**src/rtl/fifo_status_pkg.sv**
```systemverilog
// Shared helpers for the fifo_status block: count width and parameter legality.
package fifo_pkg;

  function automatic int fifo_cw(input int depth);
    return $clog2(depth + 1);
  endfunction

  function automatic int fifo_pw(input int depth);
    return (depth > 1) ? $clog2(depth) : 1;
  endfunction

  // AF_TH must be reachable (1..DEPTH); AE_TH must leave a non-almost-empty state (0..DEPTH-1).
  function automatic bit fifo_params_ok(input int depth, input int af_th, input int ae_th);
    return (depth >= 1) && (af_th >= 1) && (af_th <= depth) &&
           (ae_th >= 0) && (ae_th <= depth - 1);
  endfunction

endpackage

```
**src/rtl/fifo_status_if.sv**
```systemverilog
// Write/read/status bundle between a FIFO user (master) and the fifo_status buffer (slave).
interface fifo_status_if
  import fifo_pkg::*;
#(
  parameter int WIDTH = 8,
  parameter int DEPTH = 16
) ();
  localparam int CW = fifo_cw(DEPTH);

  logic             flush_i;
  logic             wr_en_i;
  logic [WIDTH-1:0] wr_data_i;
  logic             rd_en_i;
  logic [WIDTH-1:0] rd_data_o;
  logic             empty_o;
  logic             full_o;
  logic             almost_empty_o;
  logic             almost_full_o;
  logic [CW-1:0]    count_o;
  logic             overflow_o;
  logic             underflow_o;

  modport master (
    output flush_i, wr_en_i, wr_data_i, rd_en_i,
    input  rd_data_o, empty_o, full_o, almost_empty_o, almost_full_o,
           count_o, overflow_o, underflow_o
  );

  modport slave (
    input  flush_i, wr_en_i, wr_data_i, rd_en_i,
    output rd_data_o, empty_o, full_o, almost_empty_o, almost_full_o,
           count_o, overflow_o, underflow_o
  );
endinterface

```
**src/rtl/fifo_status_mod_ptr.sv**
```systemverilog
// Modulo-DEPTH pointer with explicit wrap, so non-power-of-two depths need no extra logic.
module fifo_mod_ptr
  import fifo_pkg::*;
#(
  parameter int DEPTH = 16
) (
  input  logic                      clk_i,
  input  logic                      rst_i,
  input  logic                      clr_i,
  input  logic                      inc_i,
  output logic [fifo_pw(DEPTH)-1:0] ptr_o
);
  localparam int PW = fifo_pw(DEPTH);
  localparam logic [PW-1:0] LAST = PW'(DEPTH - 1);

  logic [PW-1:0] r_ptr;

  always_ff @(posedge clk_i) begin
    if (rst_i || clr_i) begin
      r_ptr <= '0;
    end else if (inc_i) begin
      r_ptr <= (r_ptr == LAST) ? '0 : r_ptr + PW'(1);
    end
  end

  assign ptr_o = r_ptr;
endmodule

```
**src/rtl/fifo_status.sv**
```systemverilog
// Show-ahead single-clock FIFO with occupancy, threshold flags, flush and sticky error flags.
module fifo_status
  import fifo_pkg::*;
#(
  parameter int WIDTH = 8,
  parameter int DEPTH = 16,
  parameter int AF_TH = DEPTH - 1,
  parameter int AE_TH = 1
) (
  input  logic          clk_i,
  input  logic          rst_i,
  fifo_status_if.slave  bus
);
  localparam int CW = fifo_cw(DEPTH);
  localparam int PW = fifo_pw(DEPTH);
  localparam logic [CW-1:0] FULL_C = CW'(DEPTH);
  localparam logic [CW-1:0] AF_C   = CW'(AF_TH);
  localparam logic [CW-1:0] AE_C   = CW'(AE_TH);

  generate
    if (!fifo_params_ok(DEPTH, AF_TH, AE_TH)) begin : g_bad_params
      $error("fifo_status: illegal DEPTH/AF_TH/AE_TH combination");
    end
  endgenerate

  logic [WIDTH-1:0] r_mem [DEPTH];
  logic [CW-1:0]    r_count;
  logic             r_overflow;
  logic             r_underflow;
  logic [PW-1:0]    w_wptr;
  logic [PW-1:0]    w_rptr;
  logic             w_empty;
  logic             w_full;
  logic             w_tunnel;
  logic             w_wr;
  logic             w_rd;
  logic             w_ovf;
  logic             w_unf;

  // A flush cycle swallows both requests, so none of the qualified strobes fire.
  always_comb begin
    w_empty  = (r_count == '0);
    w_full   = (r_count == FULL_C);
    w_tunnel = w_empty && bus.wr_en_i && bus.rd_en_i;
    w_wr     = !bus.flush_i && bus.wr_en_i && (!w_full || bus.rd_en_i) && !w_tunnel;
    w_rd     = !bus.flush_i && bus.rd_en_i && !w_empty;
    w_ovf    = !bus.flush_i && bus.wr_en_i && w_full && !bus.rd_en_i;
    w_unf    = !bus.flush_i && bus.rd_en_i && w_empty && !bus.wr_en_i;
  end

  fifo_mod_ptr #(.DEPTH(DEPTH)) u_wptr (
    .clk_i (clk_i),
    .rst_i (rst_i),
    .clr_i (bus.flush_i),
    .inc_i (w_wr),
    .ptr_o (w_wptr)
  );

  fifo_mod_ptr #(.DEPTH(DEPTH)) u_rptr (
    .clk_i (clk_i),
    .rst_i (rst_i),
    .clr_i (bus.flush_i),
    .inc_i (w_rd),
    .ptr_o (w_rptr)
  );

  always_ff @(posedge clk_i) begin
    if (rst_i || bus.flush_i) begin
      r_count <= '0;
    end else if (w_wr && !w_rd) begin
      r_count <= r_count + CW'(1);
    end else if (w_rd && !w_wr) begin
      r_count <= r_count - CW'(1);
    end
  end

  // Error flags stick until reset; flush deliberately leaves them alone.
  always_ff @(posedge clk_i) begin
    if (rst_i) begin
      r_overflow  <= 1'b0;
      r_underflow <= 1'b0;
    end else begin
      if (w_ovf) r_overflow  <= 1'b1;
      if (w_unf) r_underflow <= 1'b1;
    end
  end

  always_ff @(posedge clk_i) begin
    if (w_wr && !rst_i) begin
      r_mem[w_wptr] <= bus.wr_data_i;
    end
  end

  assign bus.rd_data_o      = w_tunnel ? bus.wr_data_i : r_mem[w_rptr];
  assign bus.empty_o        = w_empty;
  assign bus.full_o         = w_full;
  assign bus.almost_empty_o = (r_count <= AE_C);
  assign bus.almost_full_o  = (r_count >= AF_C);
  assign bus.count_o        = r_count;
  assign bus.overflow_o     = r_overflow;
  assign bus.underflow_o    = r_underflow;
endmodule

```
**src/flat_wrapper.sv**
```systemverilog
// flat-port wrapper written by rule: the top's interface ports become plain ports
module fifo_status_flat import fifo_pkg::*;
#(
  parameter int WIDTH = 8,
  parameter int DEPTH = 16,
  parameter int AF_TH = DEPTH - 1,
  parameter int AE_TH = 1
)
  (clk_i, rst_i, bus_flush_i, bus_wr_en_i, bus_wr_data_i, bus_rd_en_i, bus_rd_data_o, bus_empty_o, bus_full_o, bus_almost_empty_o, bus_almost_full_o, bus_count_o, bus_overflow_o, bus_underflow_o);
  fifo_status_if #(.WIDTH(WIDTH), .DEPTH(DEPTH)) bus_i ();
  input  logic clk_i;
  input  logic rst_i;
  input wire logic [$bits(bus_i.flush_i)-1:0] bus_flush_i;
  input wire logic [$bits(bus_i.wr_en_i)-1:0] bus_wr_en_i;
  input wire logic [$bits(bus_i.wr_data_i)-1:0] bus_wr_data_i;
  input wire logic [$bits(bus_i.rd_en_i)-1:0] bus_rd_en_i;
  output wire logic [$bits(bus_i.rd_data_o)-1:0] bus_rd_data_o;
  output wire logic [$bits(bus_i.empty_o)-1:0] bus_empty_o;
  output wire logic [$bits(bus_i.full_o)-1:0] bus_full_o;
  output wire logic [$bits(bus_i.almost_empty_o)-1:0] bus_almost_empty_o;
  output wire logic [$bits(bus_i.almost_full_o)-1:0] bus_almost_full_o;
  output wire logic [$bits(bus_i.count_o)-1:0] bus_count_o;
  output wire logic [$bits(bus_i.overflow_o)-1:0] bus_overflow_o;
  output wire logic [$bits(bus_i.underflow_o)-1:0] bus_underflow_o;
  assign bus_i.flush_i = bus_flush_i;
  assign bus_i.wr_en_i = bus_wr_en_i;
  assign bus_i.wr_data_i = bus_wr_data_i;
  assign bus_i.rd_en_i = bus_rd_en_i;
  assign bus_rd_data_o = bus_i.rd_data_o;
  assign bus_empty_o = bus_i.empty_o;
  assign bus_full_o = bus_i.full_o;
  assign bus_almost_empty_o = bus_i.almost_empty_o;
  assign bus_almost_full_o = bus_i.almost_full_o;
  assign bus_count_o = bus_i.count_o;
  assign bus_overflow_o = bus_i.overflow_o;
  assign bus_underflow_o = bus_i.underflow_o;
  fifo_status #(.WIDTH(WIDTH), .DEPTH(DEPTH), .AF_TH(AF_TH), .AE_TH(AE_TH)) u_core (.clk_i(clk_i), .rst_i(rst_i), .bus(bus_i));
endmodule
```
**config.mk**
```make
export PLATFORM = sky130hd
export DESIGN_NAME = fifo_status_flat
export DESIGN_NICKNAME = d
export VERILOG_FILES = /design/src/rtl/fifo_status_pkg.sv /design/src/rtl/fifo_status_if.sv /design/src/rtl/fifo_status_mod_ptr.sv /design/src/rtl/fifo_status.sv /design/src/flat_wrapper.sv
export SDC_FILE = /design/constraint.sdc
export NUM_CORES = 1
export LEC_CHECK = 0
export CORE_UTILIZATION = 53
export DETAILED_ROUTE_END_ITERATION = 6
export PLACE_DENSITY = 0.78
export SLEW_MARGIN = 10
export SYNTH_ARGS = -nofsm -noshare
export SYNTH_HDL_FRONTEND = slang
export SYNTH_SLANG_ARGS = --single-unit
```
**constraint.sdc**
```tcl
create_clock -name clk_i -period 3.45 [get_ports clk_i]
set_clock_uncertainty 0.2 [all_clocks]
set_input_delay 0.69 -clock clk_i [delete_from_list [all_inputs] [get_ports clk_i]]
set_output_delay 0.69 -clock clk_i [all_outputs]
set_load 0.05 [all_outputs]
```
== Word-level counts from Yosys, hierarchy flattened ==
Memory sizes are Yosys's and may differ from the RTL's. A register that Yosys moved wholly into a read port is not among the register bits.
Cells that the tools add are included.
Widths: inputs -> output; s select.
Word-level totals
  register bits after elaboration: 15
  bits in latches: 0
  bits in writable memories: 128
  memory bits (read-only): 0
  output and inout bits: 19
  word-level logic and storage cells: 51
  memories: 1
Memory list
  u_core.r_mem: depth 16, bits a word 8, read ports 1, clocked after Yosys merged registers in 1, wr ports 1, line fifo_status.sv:26  | logic [WIDTH-1:0] r_mem [DEPTH];
Cells by class
  add/subtract/negate cells: 4
  $mul: 0
  divide/modulo/power cells: 0
  order comparisons: 2
  eq/ne operators: 3
  shifts and indexed selects: 0
  mux-type cells: 9
  bitwise gates (word level): 0
  reduce and logical (&&, ||, !) cells: 27
Operators by type and width (count)
  $mux 4: 4
  $logic_and 1x1->1: 14
  $mux 5: 2
  $logic_not 1->1: 9
  $add 4x1->4 const B: 2
  $eq 4x4->1 const B: 2
  $mux 8: 1
  $add 5x1->5 const B: 1
  $eq 5x5->1 const B: 1
  $ge 5x4->1 const B: 1
  $le 5x1->1 const B: 1
  $logic_not 5->1: 1
  $sub 5x1->5 const B: 1
  $logic_or 1x1->1: 2
  $mux 1: 2
  $reduce_bool 2->1: 1

== Depth between registers and ports, before layout ==
Gate-level depths: netlist of the first run.
  word-level depth: 9
  depth in mapped cells: 11
  gate-level depth less buffers: 10

== By module ==
From an unflattened synthesis of the first run, not the netlist that was laid out.
Second synthesis, totals
  cells, all modules: 338
  area, all modules: 5989.5 sq um
By module, submodules not included
  fifo_status: times used 1, cells an instance 300, area each 5616.6 sq um, sequential area each 3983.8 sq um
  fifo_mod_ptr: times used 2, cells an instance 19, area each 186.4 sq um, sequential area each 80.1 sq um

== Worst setup path after synthesis of the first run ==
OpenSTA, ideal clock, no wires.
  path type: reg-to-output
  start point: reg u_core.r_count[1] (netlist: u_core.bus.count_o[1])
  end point: out bus_rd_data_o[0]
  arrival time: 2.801 ns
  path slack: -0.241 ns
  stages on the path, launching flop included: 8
  buffers on the path: 1
  cells stage by stage: dfxtp_1 inv_1 ha_1 nor4b_4 and3_1 buf_6 a21oi_1 o22ai_1
On the way
  word-level cells in the longest chain between the ends: 4
RTL lines
  start, declared: line fifo_status.sv:27  | logic [CW-1:0] r_count;
  start signal, assigned: line fifo_status.sv:71  | r_count <= r_count + CW'(1);
  start signal, assigned: line fifo_status.sv:73  | r_count <= r_count - CW'(1);
  $logic_not 5->1: line fifo_status.sv:42  | w_empty = (r_count == '0);
  named net bus_empty_o: line flat_wrapper.sv:18  | output wire logic [$bits(bus_i.empty_o)-1:0] bus_empty_o;
  $logic_and 1x1->1 (2 in a row): line fifo_status.sv:44  | w_tunnel = w_empty && bus.wr_en_i && bus.rd_en_i;
  $mux 8: line fifo_status.sv:94  | assign bus.rd_data_o = w_tunnel ? bus.wr_data_i : r_mem[w_rptr];
  end, declared: line flat_wrapper.sv:17  | output wire logic [$bits(bus_i.rd_data_o)-1:0] bus_rd_data_o;
The timed path passes the listed nets, and every way through them passes these cells.

==> impl_metrics.csv, run 1 <==
group,metric,value,unit
status,status,"complete, no violations",
yosys,yosys.area_share.adder,2.23,%
cells_and_area,ff_latch_area,0.00423,mm²
cells_and_area,n_antenna_cell,0,
flow_run,maxCapViolations,0,
cells_and_area,drive_above_1_share,25.9,%
yosys,synthCells,357,
floorplanning,initial_core_util,54.2,%
cells_and_area,mostFrequentLayoutCells,"edfxtp_1 (128), mux4_2 (32), nor2_1 (25)",
timing,rsz0062_at_grt,"no",
cells_and_area,final_common_cell,"edfxtp_1",
cells_and_area,nets,432,
timing,fmax,0.296,GHz
clocking,cts-root-buf,"clkbuf_16",
drt,firstDrtPassIters,5,
min_path,holdCritPathClass,"flop to flop",
clocking,clockBufferDepth,2,
clocking,h-tree-depth,4,
yosys,syn_nets,381,
global_routing,grt_max_degree,33,
yosys,synth_mux_area_share,13.2,%
global_routing,overflow,0,
pwr,p_per_area,576,mW/mm²
drt,viasPerCell,6.19,
placed_design,gp_congestion,0.851,
clocking,clock_sinks,147,
cells_and_area,area_growth,21.0,%
placed_design,hpwl,8.10,mm
global_routing,grt_pass1_vias,3424,
cells_and_area,final_area,0.00746,mm²
drt,dr_total_vias,3491,
drt,drc,0,
critical_path,startpoint_type,"flop",
timing,whs,278,ps
clocking,insertion_delay,420,ps
critical_path,arrival,2490,ps
drt,wl,13.6,mm
floorplanning,rows,39,
yosys,ys_types,45,
critical_path,worst_setup_path_end_kind,"output pin",
timing,slew-limit-headroom,52.8,%
timing,hold_violations,0,
drt,drtIter0Drc,341,
critical_path,critPathKind,"flop to output pin",
placed_design,portBuffers,31,
timing,setup_violations,0,
global_routing,grt_pass1_wl,20.5,mm
yosys,syn_area,0.00616,mm²
yosys,synth-compound-area-share,5.93,%
clocking,path_clk_slew,60,ps
pwr,leakage,0.00249,µW
clocking,holdBufCountCts,0,
global_routing,grt_usage,24.8,%
yosys,yosysSeqAreaShare,68.5,%
yosys,synth_xor_area_share,0.711,%
yosys,avgSynthCellArea,17.3,µm²
global_routing,antenna_found_initial,0,
timing,worst_pin_slew,706,ps
floorplanning,core,0.0114,mm²
cells_and_area,multi_input_area,0.00181,mm²
pwr,ir_worst_vdd,0.390,mV
yosys,ys_warn_count,0,
timing,period_needed,3380,ps
drt,wl_per_cell,24.2,µm
placed_design,placed_cell_area,0.00679,mm²
cells_and_area,fillers,750,
yosys,synth_top_family_by_area,"multiplexers",
critical_path,path_max_fanout,21,
clocking,tritoncts,"built",
drt,ant_nets,0,
floorplanning,die_y,110,µm
critical_path,crit_required,2560,ps
floorplanning,die_w,110,µm
yosys,ys_ff_latch,147,
floorplanning,ios,32,
timing,finalCritPeriodShare,97.9,%
yosys,yosys.area_share.simple,6.60,%
clocking,numCtsBuffers,17,
pwr,total_power,4290,µW
timing,finalMaxSlewViolations,0,
floorplanning,dieArea,0.0121,mm²
[metrics by stage]
stage                     setup TNS, ps  setup slack, ps  util, %  cells
after floorplan                   -37.6            -18.8        -    357
after global placement                0              281     59.7    530
after detailed placement              0              225     59.7    530
after CTS                             0             12.0     65.4    562
after global routing                  0            0.284     65.6    564
final                                 0             73.7     65.6    564
[synthesized netlist by cell type, drive strengths merged]
cell | n | area share, %
inv | 8 | 0.49
ha | 11 | 2.2
or2 | 1 | 0.10
nor4 | 3 | 0.30
and3 | 2 | 0.20
nand3 | 3 | 0.24
o22ai | 8 | 1.0
a21oi | 21 | 1.8
and4b | 1 | 0.16
nand2 | 9 | 0.55
nor3 | 2 | 0.16
nand4 | 2 | 0.20
and2 | 17 | 1.7
mux2i | 9 | 1.5
nor2 | 25 | 1.5
o221a | 1 | 0.18
nor2b | 1 | 0.10
a21o | 1 | 0.12
mux4 | 32 | 12
or3 | 1 | 0.10
a31oi | 2 | 0.20
nor3b | 1 | 0.12
nand2b | 1 | 0.10
nor4b | 2 | 0.53
or4b | 1 | 0.16
a41oi | 1 | 0.14
edfxtp | 128 | 62
xor2 | 2 | 0.28
or4 | 1 | 0.12
clkbuf | 8 | 0.49
dfxtp | 19 | 6.2
or3b | 1 | 0.18
a31o | 1 | 0.14
buf | 11 | 1.8
a2bb2oi | 8 | 1.3
o211a | 2 | 0.32
xnor2 | 3 | 0.43
o21ai | 7 | 0.63
[logic make-up after synthesis]
group	count (synthesis)
mux	41
simple gates	74
buf+inv	27
compound gates	52
flops	147
xor+xnor	5
fa+ha+maj	11
[flip-flops by register name, summed over array words and instances (netlist names), named ones only]
signal,cells
u_core.bus.overflow_o,1
u_core.bus.underflow_o,1
u_core.u_rptr.ptr_o,4
u_core.u_wptr.ptr_o,4
u_core.bus.count_o,5
u_core.r_mem,128
[layer usage]
layer	share of wire [%]	routed length, µm	vias up	GRT usage, %
met2	50	6810	194	38.8
li1	-	-	1518	-
met3	7.1	971	21	6.88
met4	1.9	259	0	9.05
met5	0	0	-	0
met1	41	5590	1758	33.5
[power by group]
part           switching [µW]  internal [µW]  total (µW)  leakage, µW
combinational             231            167         397     0.000867
sequential               13.9           1940        1950      0.00131
clock                     691           1250        1940     0.000317
[layout make-up]
class	count	area share (%)
repair buffers	51	7.62
well taps	143	2.40
flip-flops and latches	147	56.7
inverters	8	0.403
clock buffers	28	7.95
clock inverters	4	0.671
multi-input cells	183	24.3
[timing repair]
| action | in CTS | in global routing |
|---|---|---|
| resized for setup | 2 | 4 |
| setup buffers | 0 | 2 |
| setup endpoints to repair | 3 | 9 |
[critical path: stages, from the launching register on]
cell and delay [ps]:
dfxtp_4 430, buf_12 230, mux4_2 540, mux2i_1 260, a2bb2oi_1 280, o22ai_2 140
buf_12 170
[path summary, 6_finish.rpt]
| path | startpoint | endpoint | slack [ps] | cells after the start |
|---|---|---|---|---|
| setup reg to reg | u_core.bus.count_o[1] | u_core.bus.count_o[3] | 630 | 9 |
| hold reg to reg | u_core.bus.overflow_o | u_core.bus.overflow_o | 280 | 2 |
| setup / recovery | flop | bus_rd_data_o[1] | 70 | 6 |
| hold / removal | u_core.bus.overflow_o | u_core.bus.overflow_o | 280 | 2 |
No activity file was read; power rests on OpenSTA's default activity.
==> inputs of run 2 (changes only) <==
- CELL_PAD_IN_SITES_DETAIL_PLACEMENT: unset -> 0
- CELL_PAD_IN_SITES_GLOBAL_PLACEMENT: unset -> 1
- CORE_ASPECT_RATIO: unset -> 1.75
- CORE_UTILIZATION: 53 -> 51
- PLACE_DENSITY: 0.78 -> 0.85
==> impl_metrics.csv, run 2 (same netlist as run 1, synthesis figures left out) <==
group,metric,value,unit
status,status,"finished, violations left",
status,violations,"DRC",
drt,wl_per_cell,23.3,µm
placed_design,placed_cell_area,0.00678,mm²
pwr,p_per_area,566,mW/mm²
critical_path,worst_setup_path_end_kind,"output pin",
pwr,total_power,4180,µW
global_routing,grt_usage,22.7,%
critical_path,critPathKind,"flop to output pin",
drt,ant_nets,0,
clocking,holdBufCountCts,0,
drt,wl,12.9,mm
clocking,insertion_delay,410,ps
pwr,p_seq_share,46.8,%
drt,firstDrtPassIters,7,
timing,rsz0062_at_grt,"no",
floorplanning,core,0.0116,mm²
timing,finalCritPeriodShare,97.6,%
pwr,pwr-share-clk,43.6,%
timing,finalMaxSlewViolations,0,
floorplanning,ios,32,
floorplanning,rows,52,
pwr,power_frac_comb,9.6,%
global_routing,antenna_found_initial,0,
clocking,cts_setup_buffers,0,
pwr,intPower,3240,µW
cells_and_area,largest_register,"u_core.r_mem",
timing,slew-limit-headroom,53.5,%
cells_and_area,mostFrequentLayoutCells,"edfxtp_1 (128), mux4_2 (32), nor2_1 (25)",
placed_design,place_ws,229,ps
timing,setup_violations,0,
clocking,path_clk_slew,60,ps
timing,hold_violations,0,
timing,setup_ws,81.6,ps
critical_path,path_max_fanout,32,
clocking,cts-root-buf,"clkbuf_16",
global_routing,grt_pass1_wl,20.2,mm
critical_path,crit_required,2560,ps
cells_and_area,fillers,800,
drt,drc,1,
clocking,clock_sinks,147,
pwr,leakage,0.00246,µW
floorplanning,dieArea,0.0125,mm²
clocking,clockBufferDepth,2,
flow_run,maxCapViolations,0,
clocking,numCtsBuffers,17,
placed_design,hpwl,8.93,mm
pwr,swShare,22.3,%
cells_and_area,n_antenna_cell,0,
cells_and_area,nets,430,
clocking,h-tree-depth,4,
floorplanning,initial_core_util,52.9,%
global_routing,overflow,0,
cells_and_area,final_common_cell,"edfxtp_1",
cells_and_area,drive_above_1_share,25.8,%
pwr,ir_worst_vdd,0.335,mV
drt,drtIter0Drc,303,
pwr,switchingPower,932,µW
clocking,ctsResizeCount,0,
timing,fmax,0.297,GHz
drt,dr_total_vias,3343,
cells_and_area,largest_reg_flops,128,
placed_design,gp_congestion,0.790,
floorplanning,die_w,85.1,µm
critical_path,startpoint_type,"flop",
cells_and_area,area_growth,19.8,%
cells_and_area,final_area,0.00738,mm²
clocking,tritoncts,"built",
drt,viasPerCell,6.03,
timing,worst_pin_slew,696,ps
floorplanning,die_y,147,µm
timing,whs,281,ps
timing,period_needed,3370,ps
global_routing,grt_pass1_vias,3541,
min_path,holdCritPathClass,"flop to flop",
critical_path,arrival,2480,ps
placed_design,portBuffers,31,
global_routing,grt_max_degree,33,
[run 2: worst paths after layout]
kind	startpoint	to	slack [ps]	depth (start not counted)
worst max-delay path	flop	bus_rd_data_o[4]	80	6
worst min-delay path	u_core.bus.underflow_o	u_core.bus.underflow_o	280	2
worst max register to register	u_core.bus.count_o[0]	u_core.bus.count_o[3]	650	11
worst min register to register	u_core.bus.underflow_o	u_core.bus.underflow_o	280	2
[run 2: area by class of cell]
class                      instances  area (µm²)  share of cell area (%)
timing repair buffer              49         557                    7.54
tap                              135         169                    2.29
inverter                           8        30.0                   0.407
sequential                       147        4230                    57.3
clock inverter                    13         159                    2.15
clock buffer                      19         433                    5.87
multi-input combinational        183        1810                    24.5
[run 2: metal layers]
metal	routed length, µm	track usage (%)
met3	617	4.30
met5	0	0
met1	4610	26.1
met4	380	11.6
met2	7280	39.9
[run 2: worst max-delay path: stages, from the launching register on]
cell and delay (ps):
dfxtp_2 340, buf_12 250, mux4_2 560, mux2i_1 280, a2bb2oi_1 300, o22ai_2 140, buf_12 160
[run 2: metrics by stage]
stage | std cells | util (%) | setup TNS (ps)
2_1_floorplan | 357 | - | -37.6
3_3_place_gp | 522 | 58.2 | 0
3_5_place_dp | 522 | 58.2 | 0
4_1_cts | 554 | 63.3 | 0
5_1_grt | 554 | 63.4 | 0
6_report | 554 | 63.4 | 0
[run 2: power groups by stage]
stage | logic [µW] | registers, µW | clock network [µW]
floorplan | 216 | 2000 | 0
global placement | 396 | 1990 | 0
detailed placement | 401 | 1990 | 0
CTS | 403 | 1950 | 1840
global route | 424 | 1950 | 1910
finish | 402 | 1950 | 1820
==> inputs of run 3 (changes only) <==
- CORE_UTILIZATION: 51 -> 53
- DONT_BUFFER_PORTS: unset -> 1
- PLACE_DENSITY: 0.85 -> 0.83
==> impl_metrics.csv, run 3 (same netlist as run 1, synthesis figures left out) <==
group,metric,value,unit
clocking,path_clk_slew,60,ps
placed_design,placed_cells,491,
global_routing,antenna_found_initial,0,
pwr,pwr-share-clk,42.5,%
critical_path,crit_required,2560,ps
timing,fmax,0.302,GHz
drt,wl_per_cell,23.8,µm
global_routing,grtUsageMet3,5.19,%
critical_path,arrival,2430,ps
drt,dr_total_vias,3243,
clocking,clockBufferDepth,2,
pwr,swShare,24.1,%
drt,drc,0,
timing,worst_pin_slew,775,ps
clocking,numCtsBuffers,17,
cells_and_area,final_cells,523,
pwr,leakage,0.00231,µW
pwr,ir_worst_vdd,0.487,mV
timing,slew-limit-headroom,48.2,%
status,status,"complete, no violations",
global_routing,grt_use_met2,39.3,%
min_path,hold_depth,1,
floorplanning,rows,51,
cells_and_area,mostFrequentLayoutCells,"edfxtp_1 (128), mux4_2 (32), nor2_1 (25)",
clocking,h-tree-depth,4,
flow_run,maxCapViolations,0,
floorplanning,core,0.0112,mm²
global_routing,grt_usage,22.3,%
cells_and_area,final_common_cell,"edfxtp_1",
critical_path,worst_setup_path_end_kind,"output pin",
pwr,power_frac_comb,8.3,%
placed_design,portBuffers,0,
timing,setup_ws,134,ps
clocking,insertion_delay,410,ps
critical_path,startpoint_type,"flop",
cells_and_area,multi_input_area,0.00180,mm²
global_routing,grt_max_degree,20,
floorplanning,die_y,145,µm
drt,ant_nets,0,
floorplanning,ios,32,
cells_and_area,n_antenna_cell,0,
cells_and_area,area_growth,14.3,%
placed_design,place_ws,464,ps
drt,firstDrtPassIters,5,
clocking,cts_setup_buffers,0,
global_routing,grt_pass1_wl,19.1,mm
placed_design,gp_congestion,0.761,
cells_and_area,ff_latch_area,0.00423,mm²
drt,wl,12.4,mm
floorplanning,dieArea,0.0121,mm²
cells_and_area,nets,402,
critical_path,critPathKind,"flop to output pin",
floorplanning,initial_core_util,54.9,%
cells_and_area,largest_reg_flops,128,
clocking,cts-root-buf,"clkbuf_16",
placed_design,placed_cell_area,0.00649,mm²
timing,period_needed,3320,ps
global_routing,overflow,0,
floorplanning,die_w,83.5,µm
pwr,intPower,3010,µW
clocking,clock_sinks,147,
critical_path,r2r_cells,9,
timing,rsz0062_at_grt,"no",
cells_and_area,largest_register,"u_core.r_mem",
cells_and_area,fillers,774,
global_routing,grt_pass1_vias,3280,
drt,drtIter0Drc,259,
placed_design,hpwl,8.00,mm
global_routing,grt.busiest_layer,"met2",
timing,setup_violations,0,
drt,viasPerCell,6.20,
min_path,holdCritPathClass,"input pin to flop",
clocking,tritoncts,"built",
critical_path,path_max_fanout,16,
timing,hold_violations,0,
timing,finalCritPeriodShare,96.1,%
cells_and_area,final_area,0.00705,mm²
pwr,p_per_area,563,mW/mm²
timing,finalMaxSlewViolations,0,
cells_and_area,drive_above_1_share,26.1,%
timing,setup_tns,0,ps
pwr,p_seq_share,49.2,%
pwr,switchingPower,956,µW
global_routing,use_met1,26.3,%
-- run 3: repair_timing --
item,4_1_cts,5_1_grt
endpoints found under the hold margin,0,0
hold buffers,0,0
gates resized for setup,0,2
setup endpoints to repair,0,8
-- run 3: final cells by class --
class / count / area share, %
Multi-Input combinational cell: 183 / 25.6
Inverter: 8 / 0.426
Timing Repair Buffer: 21 / 3.89
Sequential cell: 147 / 60.0
Clock inverter: 15 / 1.72
Clock buffer: 17 / 6.04
Tap cell: 132 / 2.34
-- run 3: critical path, cell delays in order (launching register included) --
cell,delay [ps]
dfxtp_1,310
inv_1,90
ha_1,200
nor4b_4,260
buf_4,210
and3_1,160
buf_4,270
a21oi_1,90
o22ai_2,240
buf_12,180
-- run 3: per-stage QoR --
| stage | util, % | power (µW) | hold WS [ps] |
|---|---|---|---|
| finish | 62.7 | 3970 | 141 |
| global placement | 57.8 | 2320 | 333 |
| detailed placement | 57.8 | 2320 | 341 |
| CTS | 62.7 | 3980 | 125 |
| global route | 62.7 | 4070 | 122 |
| floorplan | - | 2220 | 297 |
-- run 3: power groups by stage --
| stage | Clock, µW | Sequential [µW] | Combinational [µW] |
|---|---|---|---|
| CTS | 1690 | 1950 | 333 |
| detailed placement | 0 | 1990 | 332 |
| global route | 1770 | 1950 | 349 |
| floorplan | 0 | 2000 | 216 |
| global placement | 0 | 1990 | 330 |
| finish | 1680 | 1950 | 331 |
-- run 3: final timing paths --
path                            slack, ps                     end                    from
worst max-delay path                  130        bus_rd_data_o[1]   u_core.bus.count_o[1]
worst max register to register        690   u_core.bus.count_o[3]   u_core.bus.count_o[1]
worst min register to register        360  u_core.u_wptr.ptr_o[0]  u_core.u_wptr.ptr_o[0]
worst min-delay path                  140  u_core.bus.underflow_o                   rst_i
-- run 3: metal layers --
layer  vias to the layer above  share of wire [%]
met4                         0                2.3
met3                        19                4.5
met1                      1661                 38
met5                         -                  0
li1                       1459                  -
met2                       104                 55
